## config.mk

```make
export PLATFORM = sky130hd
export DESIGN_NAME = if_id_skid_stage_flat
export DESIGN_NICKNAME = d
export VERILOG_FILES = /design/src/rtl/pipe_pkg.sv /design/src/rtl/if_id_skid_stage_if.sv /design/src/rtl/pipe_skid_buf.sv /design/src/rtl/if_id_skid_stage.sv /design/src/flat_wrapper.sv
export SDC_FILE = /design/constraint.sdc
export NUM_CORES = 1
export LEC_CHECK = 0
export CORE_UTILIZATION = 37
export DETAILED_ROUTE_END_ITERATION = 7
export PLACE_DENSITY = 0.68
export SLEW_MARGIN = 0
export SYNTH_ARGS = -nofsm -noshare
export SYNTH_HDL_FRONTEND = slang
export SYNTH_SLANG_ARGS = --single-unit
```

## constraint.sdc

```tcl
create_clock -name clk -period 11.4 [get_ports clk]
set_input_delay 1.14 -clock clk [delete_from_list [all_inputs] [get_ports clk]]
set_output_delay 1.14 -clock clk [all_outputs]
set_load 0.005 [all_outputs]
```

## src/rtl/pipe_pkg.sv

```systemverilog
// pipe_pkg
// Shared definitions for the fetch/decode pipeline stage.
//   INSN_W / PC_W    : default instruction and pc widths
//   NOP_INSN_DEFAULT : instruction shown to decode when the stage is empty
//                      (addi x0,x0,0)
//   if_id_entry_t    : one fetched entry {ins, pc, pc_plus4} at the default widths
package pipe_pkg;

    localparam int INSN_W = 32;
    localparam int PC_W   = 32;

    localparam logic [INSN_W-1:0] NOP_INSN_DEFAULT = 32'h0000_0013;

    typedef struct packed {
        logic [INSN_W-1:0] ins;
        logic [PC_W-1:0]   pc;
        logic [PC_W-1:0]   pc_plus4;
    } if_id_entry_t;

endpackage

```

## src/rtl/if_id_skid_stage_if.sv

```systemverilog
// if_id_skid_stage_if
// Valid/ready bus carrying one fetched entry between pipeline stages.
//   valid    : producer presents an entry
//   ready    : consumer can take the entry
//   ins      : instruction word
//   pc       : pc of the instruction
//   pc_plus4 : pc + 4
// master = producer side (drives valid and payload), slave = consumer side
// (drives ready).
interface if_id_skid_stage_if #(
    parameter int DATA_LENGTH = 32,
    parameter int PC_WIDTH    = 32
) ();

    logic                   valid;
    logic                   ready;
    logic [DATA_LENGTH-1:0] ins;
    logic [PC_WIDTH-1:0]    pc;
    logic [PC_WIDTH-1:0]    pc_plus4;

    modport master (output valid, output ins, output pc, output pc_plus4, input ready);
    modport slave  (input valid, input ins, input pc, input pc_plus4, output ready);

endinterface

```

## src/rtl/pipe_skid_buf.sv

```systemverilog
// pipe_skid_buf
// Generic valid/ready pipeline register with an optional skid entry.
//   clk, rst     : clock, asynchronous active-high reset
//   flush_i      : synchronous kill of held and incoming entries
//   in_valid_i   : upstream presents in_data_i
//   in_ready_o   : buffer accepts this cycle
//   in_data_i    : upstream payload
//   out_valid_o  : main register holds a valid payload
//   out_ready_i  : downstream consumes the main payload
//   out_data_o   : main payload, EMPTY_VAL whenever out_valid_o is low
// SKID_EN=1: main + skid entries, in_ready_o comes straight from a flop.
// SKID_EN=0: main only, in_ready_o depends combinationally on out_ready_i.
module pipe_skid_buf #(
    parameter int               WIDTH     = 8,
    parameter bit               SKID_EN   = 1'b1,
    parameter logic [WIDTH-1:0] EMPTY_VAL = '0
) (
    input  logic             clk,
    input  logic             rst,
    input  logic             flush_i,
    input  logic             in_valid_i,
    output logic             in_ready_o,
    input  logic [WIDTH-1:0] in_data_i,
    output logic             out_valid_o,
    input  logic             out_ready_i,
    output logic [WIDTH-1:0] out_data_o
);

    logic             mainValid_q, mainValid_d;
    logic [WIDTH-1:0] mainData_q, mainData_d;
    logic             skidValid_q, skidValid_d;
    logic [WIDTH-1:0] skidData_q, skidData_d;
    logic             accept;
    logic             consume;

    // With the skid entry present, ready only depends on whether the skid is
    // free, so an entry already in flight when decode stalls always has a home.
    assign in_ready_o  = SKID_EN ? !skidValid_q : (!mainValid_q || out_ready_i);
    assign accept      = in_valid_i && in_ready_o;
    assign consume     = mainValid_q && out_ready_i;
    assign out_valid_o = mainValid_q;
    assign out_data_o  = mainData_q;

    // Next-state selection. Flush wins over everything; the skid entry is always
    // older than any new input, so it refills main first to keep ordering.
    always_comb begin
        mainValid_d = mainValid_q;
        mainData_d  = mainData_q;
        skidValid_d = skidValid_q;
        skidData_d  = skidData_q;
        if (flush_i) begin
            mainValid_d = 1'b0;
            mainData_d  = EMPTY_VAL;
            skidValid_d = 1'b0;
        end else if (SKID_EN) begin
            if (!mainValid_q || out_ready_i) begin
                if (skidValid_q) begin
                    mainValid_d = 1'b1;
                    mainData_d  = skidData_q;
                    skidValid_d = accept;
                    if (accept) begin
                        skidData_d = in_data_i;
                    end
                end else if (accept) begin
                    mainValid_d = 1'b1;
                    mainData_d  = in_data_i;
                end else begin
                    mainValid_d = 1'b0;
                    mainData_d  = EMPTY_VAL;
                end
            end else if (accept) begin
                skidValid_d = 1'b1;
                skidData_d  = in_data_i;
            end
        end else begin
            if (accept) begin
                mainValid_d = 1'b1;
                mainData_d  = in_data_i;
            end else if (consume) begin
                mainValid_d = 1'b0;
                mainData_d  = EMPTY_VAL;
            end
        end
    end

    // State registers; reset empties both entries and parks the payload at
    // the empty value so decode sees a clean NOP immediately.
    always_ff @(posedge clk or posedge rst) begin
        if (rst) begin
            mainValid_q <= 1'b0;
            mainData_q  <= EMPTY_VAL;
            skidValid_q <= 1'b0;
            skidData_q  <= '0;
        end else begin
            mainValid_q <= mainValid_d;
            mainData_q  <= mainData_d;
            skidValid_q <= skidValid_d;
            skidData_q  <= skidData_d;
        end
    end

endmodule

```

## src/rtl/if_id_skid_stage.sv

```systemverilog
// if_id_skid_stage
// IF/ID pipeline stage with valid/ready handshaking, optional skid entry and
// flush with NOP injection.
//   clk, rst : clock, asynchronous active-high reset
//   flush    : synchronous kill of all held and incoming entries
//   fetch    : slave side of the fetch bus (in_valid/in_ready/ins/pc/pc_plus4)
//   decode   : master side of the decode bus (out_valid/out_ready/ins/pc/pc_plus4)
// While decode.valid is low, decode presents NOP_INSN with pc/pc_plus4 = 0.
module if_id_skid_stage
    import pipe_pkg::*;
#(
    parameter int                     DATA_LENGTH = INSN_W,
    parameter int                     PC_WIDTH    = PC_W,
    parameter bit                     SKID_EN     = 1'b1,
    parameter logic [DATA_LENGTH-1:0] NOP_INSN    = DATA_LENGTH'(NOP_INSN_DEFAULT)
) (
    input  logic                clk,
    input  logic                rst,
    input  logic                flush,
    if_id_skid_stage_if.slave   fetch,
    if_id_skid_stage_if.master  decode
);

    // Same layout as pipe_pkg::if_id_entry_t, sized by this instance's widths.
    typedef struct packed {
        logic [DATA_LENGTH-1:0] ins;
        logic [PC_WIDTH-1:0]    pc;
        logic [PC_WIDTH-1:0]    pc_plus4;
    } entry_t;

    localparam int     ENTRY_W     = DATA_LENGTH + 2 * PC_WIDTH;
    localparam entry_t EMPTY_ENTRY = '{ins: NOP_INSN, pc: '0, pc_plus4: '0};

    entry_t inEntry;
    entry_t outEntry;
    logic   outValid;
    logic   inReady;

    assign inEntry = '{ins: fetch.ins, pc: fetch.pc, pc_plus4: fetch.pc_plus4};

    // The buffer loads EMPTY_ENTRY whenever main goes empty, which gives the
    // NOP/0/0 substitution without an output mux.
    pipe_skid_buf #(
        .WIDTH     (ENTRY_W),
        .SKID_EN   (SKID_EN),
        .EMPTY_VAL (EMPTY_ENTRY)
    ) u_buf (
        .clk         (clk),
        .rst         (rst),
        .flush_i     (flush),
        .in_valid_i  (fetch.valid),
        .in_ready_o  (inReady),
        .in_data_i   (inEntry),
        .out_valid_o (outValid),
        .out_ready_i (decode.ready),
        .out_data_o  (outEntry)
    );

    assign fetch.ready     = inReady;
    assign decode.valid    = outValid;
    assign decode.ins      = outEntry.ins;
    assign decode.pc       = outEntry.pc;
    assign decode.pc_plus4 = outEntry.pc_plus4;

endmodule

```

## src/flat_wrapper.sv

```systemverilog
// flat-port wrapper written by rule: the top's interface ports become plain ports
module if_id_skid_stage_flat import pipe_pkg::*;
#(
    parameter int                     DATA_LENGTH = INSN_W,
    parameter int                     PC_WIDTH    = PC_W,
    parameter bit                     SKID_EN     = 1'b1,
    parameter logic [DATA_LENGTH-1:0] NOP_INSN    = DATA_LENGTH'(NOP_INSN_DEFAULT)
)
  (clk, rst, flush, fetch_valid, fetch_ins, fetch_pc, fetch_pc_plus4, fetch_ready, decode_valid, decode_ins, decode_pc, decode_pc_plus4, decode_ready);
  if_id_skid_stage_if #(.DATA_LENGTH(DATA_LENGTH), .PC_WIDTH(PC_WIDTH)) fetch_i ();
  if_id_skid_stage_if #(.DATA_LENGTH(DATA_LENGTH), .PC_WIDTH(PC_WIDTH)) decode_i ();
  input  logic clk;
  input  logic rst;
  input  logic flush;
  input wire logic [$bits(fetch_i.valid)-1:0] fetch_valid;
  input wire logic [$bits(fetch_i.ins)-1:0] fetch_ins;
  input wire logic [$bits(fetch_i.pc)-1:0] fetch_pc;
  input wire logic [$bits(fetch_i.pc_plus4)-1:0] fetch_pc_plus4;
  output wire logic [$bits(fetch_i.ready)-1:0] fetch_ready;
  output wire logic [$bits(decode_i.valid)-1:0] decode_valid;
  output wire logic [$bits(decode_i.ins)-1:0] decode_ins;
  output wire logic [$bits(decode_i.pc)-1:0] decode_pc;
  output wire logic [$bits(decode_i.pc_plus4)-1:0] decode_pc_plus4;
  input wire logic [$bits(decode_i.ready)-1:0] decode_ready;
  assign fetch_i.valid = fetch_valid;
  assign fetch_i.ins = fetch_ins;
  assign fetch_i.pc = fetch_pc;
  assign fetch_i.pc_plus4 = fetch_pc_plus4;
  assign fetch_ready = fetch_i.ready;
  assign decode_valid = decode_i.valid;
  assign decode_ins = decode_i.ins;
  assign decode_pc = decode_i.pc;
  assign decode_pc_plus4 = decode_i.pc_plus4;
  assign decode_i.ready = decode_ready;
  if_id_skid_stage #(.DATA_LENGTH(DATA_LENGTH), .PC_WIDTH(PC_WIDTH), .SKID_EN(SKID_EN), .NOP_INSN(NOP_INSN)) u_core (.clk(clk), .rst(rst), .flush(flush), .fetch(fetch_i), .decode(decode_i));
endmodule
```

### Word-level counts from Yosys, hierarchy flattened

Cells that the tools add are included.

| storage, ports and cells | value |
|---|---|
| bits in registers | 194 |
| word-level logic and storage cells | 28 |
| bits of input ports | 101 |

| cells by class | value |
|---|---|
| equality and inequality tests | 1 |
| reduce and logical (&&, ||, !) cells | 7 |
| multiplexer cells | 15 |
| bitwise gates (word level) | 1 |

Operators by type and width:

| kind | count |
|---|---|
| $mux W96 | 7 |
| $mux W1 | 8 |
| $reduce_bool A3 Y1 | 1 |
| $logic_not A1 Y1 | 2 |
| $ne A2 B2 Y1 const B | 1 |
| $reduce_and A2 Y1 | 1 |
| $reduce_bool A2 Y1 | 1 |
| $logic_and A1 B1 Y1 | 1 |
| $logic_or A1 B1 Y1 | 1 |
| $not A1 Y1 | 1 |

### Longest topological paths before layout

| logic depth | value |
|---|---|
| word-level depth | 6 |
| gate-level depth with buffers | 6 |

### Least setup slack after synthesis

No wires, ideal clock.

| path | value |
|---|---|
| path kind | input port to flip-flop |
| from | input port flush |
| to | register u_core.u_buf.skidData_q[0] |
| library setup time | 0.128 ns |
| cell stages on the path | 5 |
| slack | 9.071 ns |
| arrival time | 2.201 ns |
| path through | nor3b_2 -> nand3_2 -> buf_4 -> buf_4 -> mux2_1 |

| on the way | value |
|---|---|
| word-level cells in the longest chain between the ends | 2 |

Ends and longest elaborated chain:

| element | line | source |
|---|---|---|
| from (decl) | flat_wrapper.sv:14 | `input logic flush;` |
| $not A1 Y1 (no line) | n/a |  |
| $reduce_and A2 Y1 (no line) | n/a |  |
| to (signal assigned) | pipe_skid_buf.sv:98 | `skidData_q <= skidData_d;` |
| to (decl) | pipe_skid_buf.sv:32 | `logic [WIDTH-1:0] skidData_q, skidData_d;` |

Every way passes these cells.
A chain may end at the register's enable or synchronous reset.

### Worst setup path after layout

| path | value |
|---|---|
| from | register u_core.u_buf.skidValid_q |
| to | output port fetch_ready |

| on the way | value |
|---|---|
| word-level cells in the longest chain between the ends | 1 |

Ends and longest elaborated chain:

| element | line | source |
|---|---|---|
| from (decl) | pipe_skid_buf.sv:31 | `logic skidValid_q, skidValid_d;` |
| from (signal assigned) | pipe_skid_buf.sv:97 | `skidValid_q <= skidValid_d;` |
| $logic_not A1 Y1 | pipe_skid_buf.sv:38 | `assign in_ready_o = SKID_EN ? !skidValid_q : (!mainValid_q \|\| out_ready_i);` |
| to (decl) | flat_wrapper.sv:19 | `output wire logic [$bits(fetch_i.ready)-1:0] fetch_ready;` |

Every way passes these cells.

==> impl_metrics.toml <==
[die]
die-width_microns = 152.0
fp-row-count = 54
fp.dieArea_sq_um = 23110
initial_core_utilization_pct = 37.91
io_pins = 199
die_height_microns = 152.0
fp.coreArea_sq_um = 21960

[finish]
antenna_cells = 0
area_delta_synth_final_pct = 32.90
final_layout_size_suffix_gt1_share_pct = 11.10
finish.net_count = 1007
stdcell_area_sq_um = 11060

[clock_tree]
numClockSinks = 194
cts.hold.buffers_added = 0
clock_tree.buffer_depth = 2
h-tree-depth = 4
postCtsResizedCells = 0
clk_transition_reported_paths_ns = 0.07
tritoncts = "yes"
clk-insertion-delay-late_ns = 0.43
clock-root-buffer = "clkbuf_16"
postCtsSetupBuffers = 0
cts_inserted_buffers = 17

[yosys]
yosys-top-cells-area = "dfrtp_1 (57%), a22o_1 (9.8%), nand2_1 (8.4%)"
netlist_instances = 746
synth-seq-area-share_pct = 58.36
post_synth_and_or_nand_nor_area_fraction_pct = 9.288
synth_compound_gate_area_share_pct = 15.92
fraction_of_synthesized_cell_area_taken_by_the_top_area_cell_type_pct = 57.41
post_synth_instance_area_sq_um = 8325
synth_top_family_by_area = "compound AO/OA/AOI/OAI gates"
synth.avg_cell_area_sq_um = 11.16
synth_area_leader_cell = "dfrtp_1"
post_synth_fa_ha_maj_area_fraction_pct = 0
syn_nets = 847
post_synth_mux_area_share_pct = 12.98
yosys_warnings = 0
synth_xor_xnor_area_share_pct = 0
synth_cell_types = 22
yosys_register_bits = 194

[placement]
detailed_place.area_sq_um = 10450
hpwl_mm = 12.21
port-buffer-count = 198
gp_congestion = 0.7008

[pwr]
power.leakage_nw = 4.781
power-per-cell-area_nw_per_um2 = 153.0
vdd_drop_max_v = 0.00008499

[detailed_routing]
vias = 6143
drt-initial-drc-count = 298
remaining_drc_errors = 26
drt-total-wl_mm = 20.18
wl_per_cell_microns = 16.83
drt_first_pass_iters = 6
route.antenna.remaining_nets = 0
route.detailed.vias_per_inst = 5.123

[worst_setup_path]
path_max_fanout = 86
cp_data_arrival_time_ns = 2.25
criticalPathCategory = "flip-flop to output pin"
endpoint_kind = "output pin"
kind_of_launch_point_of_the_worst_setup_path = "flip-flop"
timing.critical_path.required_ns = 10.26

[global_routing]
grt_first_pass_wirelength_mm = 33.47
initial_antenna_violation_count = 0
globalRouteTotalUtil_pct = 18.30
largest_net_degree_at_the_start_of_global_routing = 123
grt_pass1_vias = 6027
globalRouteOverflowTotal = 0

[timing]
timing_worst_slew_pin_value_ns = 1.121
report.final.slew_viol_count = 0
finalCriticalPeriod_ns = 3.390
timing.final.setup_violations = 0
setup_repair_after_global_routing_missed_its_margin = "no"
fmax_mhz = 295.0
final.period_utilization_pct = 29.74
finalHoldViolations = 0
timing.slew.headroom_pct = 25.25
clock_skew_ns = 0.01109
fin_setup_tns_ns = 0

[hold_path]
holdCritPathClass = "flip-flop to flip-flop"

[job]
max_cap_viol_count = 0

[status]
outcome = "complete, but fails checks"
failed_checks = "design-rule violations"
## logic make-up after synthesis
kind of cell / after synthesis
and+or+nand+nor: 198
buffers and inverters: 65
DFF: 194
AOI/OAI and AO/OA: 193
muxes: 96
## cell usage after synthesis
cell / number
buf_1: 3
a21oi_1: 3
nor2_1: 5
clkbuf_1: 38
nor3_1: 1
nor2b_1: 1
nand3_2: 1
mux2_2: 56
dfstp_2: 3
o21a_1: 1
a22o_1: 93
nor3b_1: 3
nand2_1: 186
o31ai_1: 3
nor3b_2: 1
o21ai_0: 93
buf_4: 4
buf_2: 17
buf_6: 1
inv_1: 2
mux2_1: 40
dfrtp_1: 191
## flip-flops by register name, summed over array words and instances, names as in the netlist
name                      flops
u_core.u_buf.out_data_o      96
u_core.u_buf.out_valid_o      1
u_core.u_buf.skidData_q      96
u_core.u_buf.skidValid_q      1
## layout by cell type, fill, tap and decap left out, types with 4 or more instances in the layout
| master | count |
|---|---|
| nor2_1 | 4 |
| a22o_1 | 93 |
| mux2_2 | 56 |
| dfrtp_1 | 190 |
| clkdlybuf4s50_1 | 197 |
| nand2_1 | 186 |
| mux2_1 | 40 |
| o21ai_0 | 93 |
| buf_4 | 7 |
| inv_8 | 4 |
| clkbuf_16 | 17 |
## worst paths after layout
path | cells after the start | to | slack, ns | from
worst max register to register | 4 | u_core.u_buf.skidData_q[52]$_DFFE_PP0P_ | 8.31 | u_core.u_buf.skidValid_q$_DFFE_PP0P_
worst max-delay path | 2 | fetch_ready | 8.01 | u_core.u_buf.skidValid_q$_DFFE_PP0P_
min in group asynchronous | 2 | u_core.u_buf.skidData_q[30]$_DFFE_PP0P_ | 1.29 | rst
worst min-delay path | 1 | u_core.u_buf.skidData_q[87]$_DFFE_PP0P_ | 0.49 | u_core.u_buf.skidData_q[87]$_DFFE_PP0P_
worst min register to register | 1 | u_core.u_buf.skidData_q[87]$_DFFE_PP0P_ | 0.49 | u_core.u_buf.skidData_q[87]$_DFFE_PP0P_
max in group asynchronous | 3 | u_core.u_buf.skidData_q[41]$_DFFE_PP0P_ | 8.59 | rst
## layer usage
layer  part of all wire [%]  routed length (microns)  track usage, %  vias to the layer above
li1                       -                        -               -                     2930
met1                     46                     9288           24.87                     3035
met2                     47                     9517           28.51                      158
met3                    5.3                     1071           5.163                       20
met4                    1.5                      299           5.345                        0
met5                      0                        0               0                        -
## cell type report
class                   instances  area [sq um]
clock inverters                13         168.9
well taps                     280         350.3
fillers                      1925         10890
clock buffers                  19         442.9
multi-input cells             487          3201
repair buffers                204          2024
flip-flops and latches        194          4862
inverters                       2         15.01
## power by group
part | switching, mW | internal [mW]
registers | 0.0525 | 0.792
logic | 0.0913 | 0.135
clock network | 0.283 | 0.339
## worst max-delay path: stages (launching register included)
cell and delay (ns):
dfrtp_4 0.94, inv_1 0.32, clkdlybuf4s50_1 0.56
## metrics by stage
step | setup WS, ns | cells | utilization (%) | hold slack [ns] | total power [mW]
after floorplan | 4.981 | 746 | - | 0.4641 | 0.9757
after CTS | 7.949 | 1199 | 50.39 | 0.4969 | 1.714
final | 8.010 | 1199 | 50.39 | 0.4913 | 1.693
after global placement | 7.675 | 1167 | 47.60 | 0.4732 | 1.076
after detailed placement | 7.638 | 1167 | 47.60 | 0.4808 | 1.088
after global routing | 7.851 | 1199 | 50.39 | 0.5072 | 1.782
Note: power is estimated with default switching activity, not from simulation.
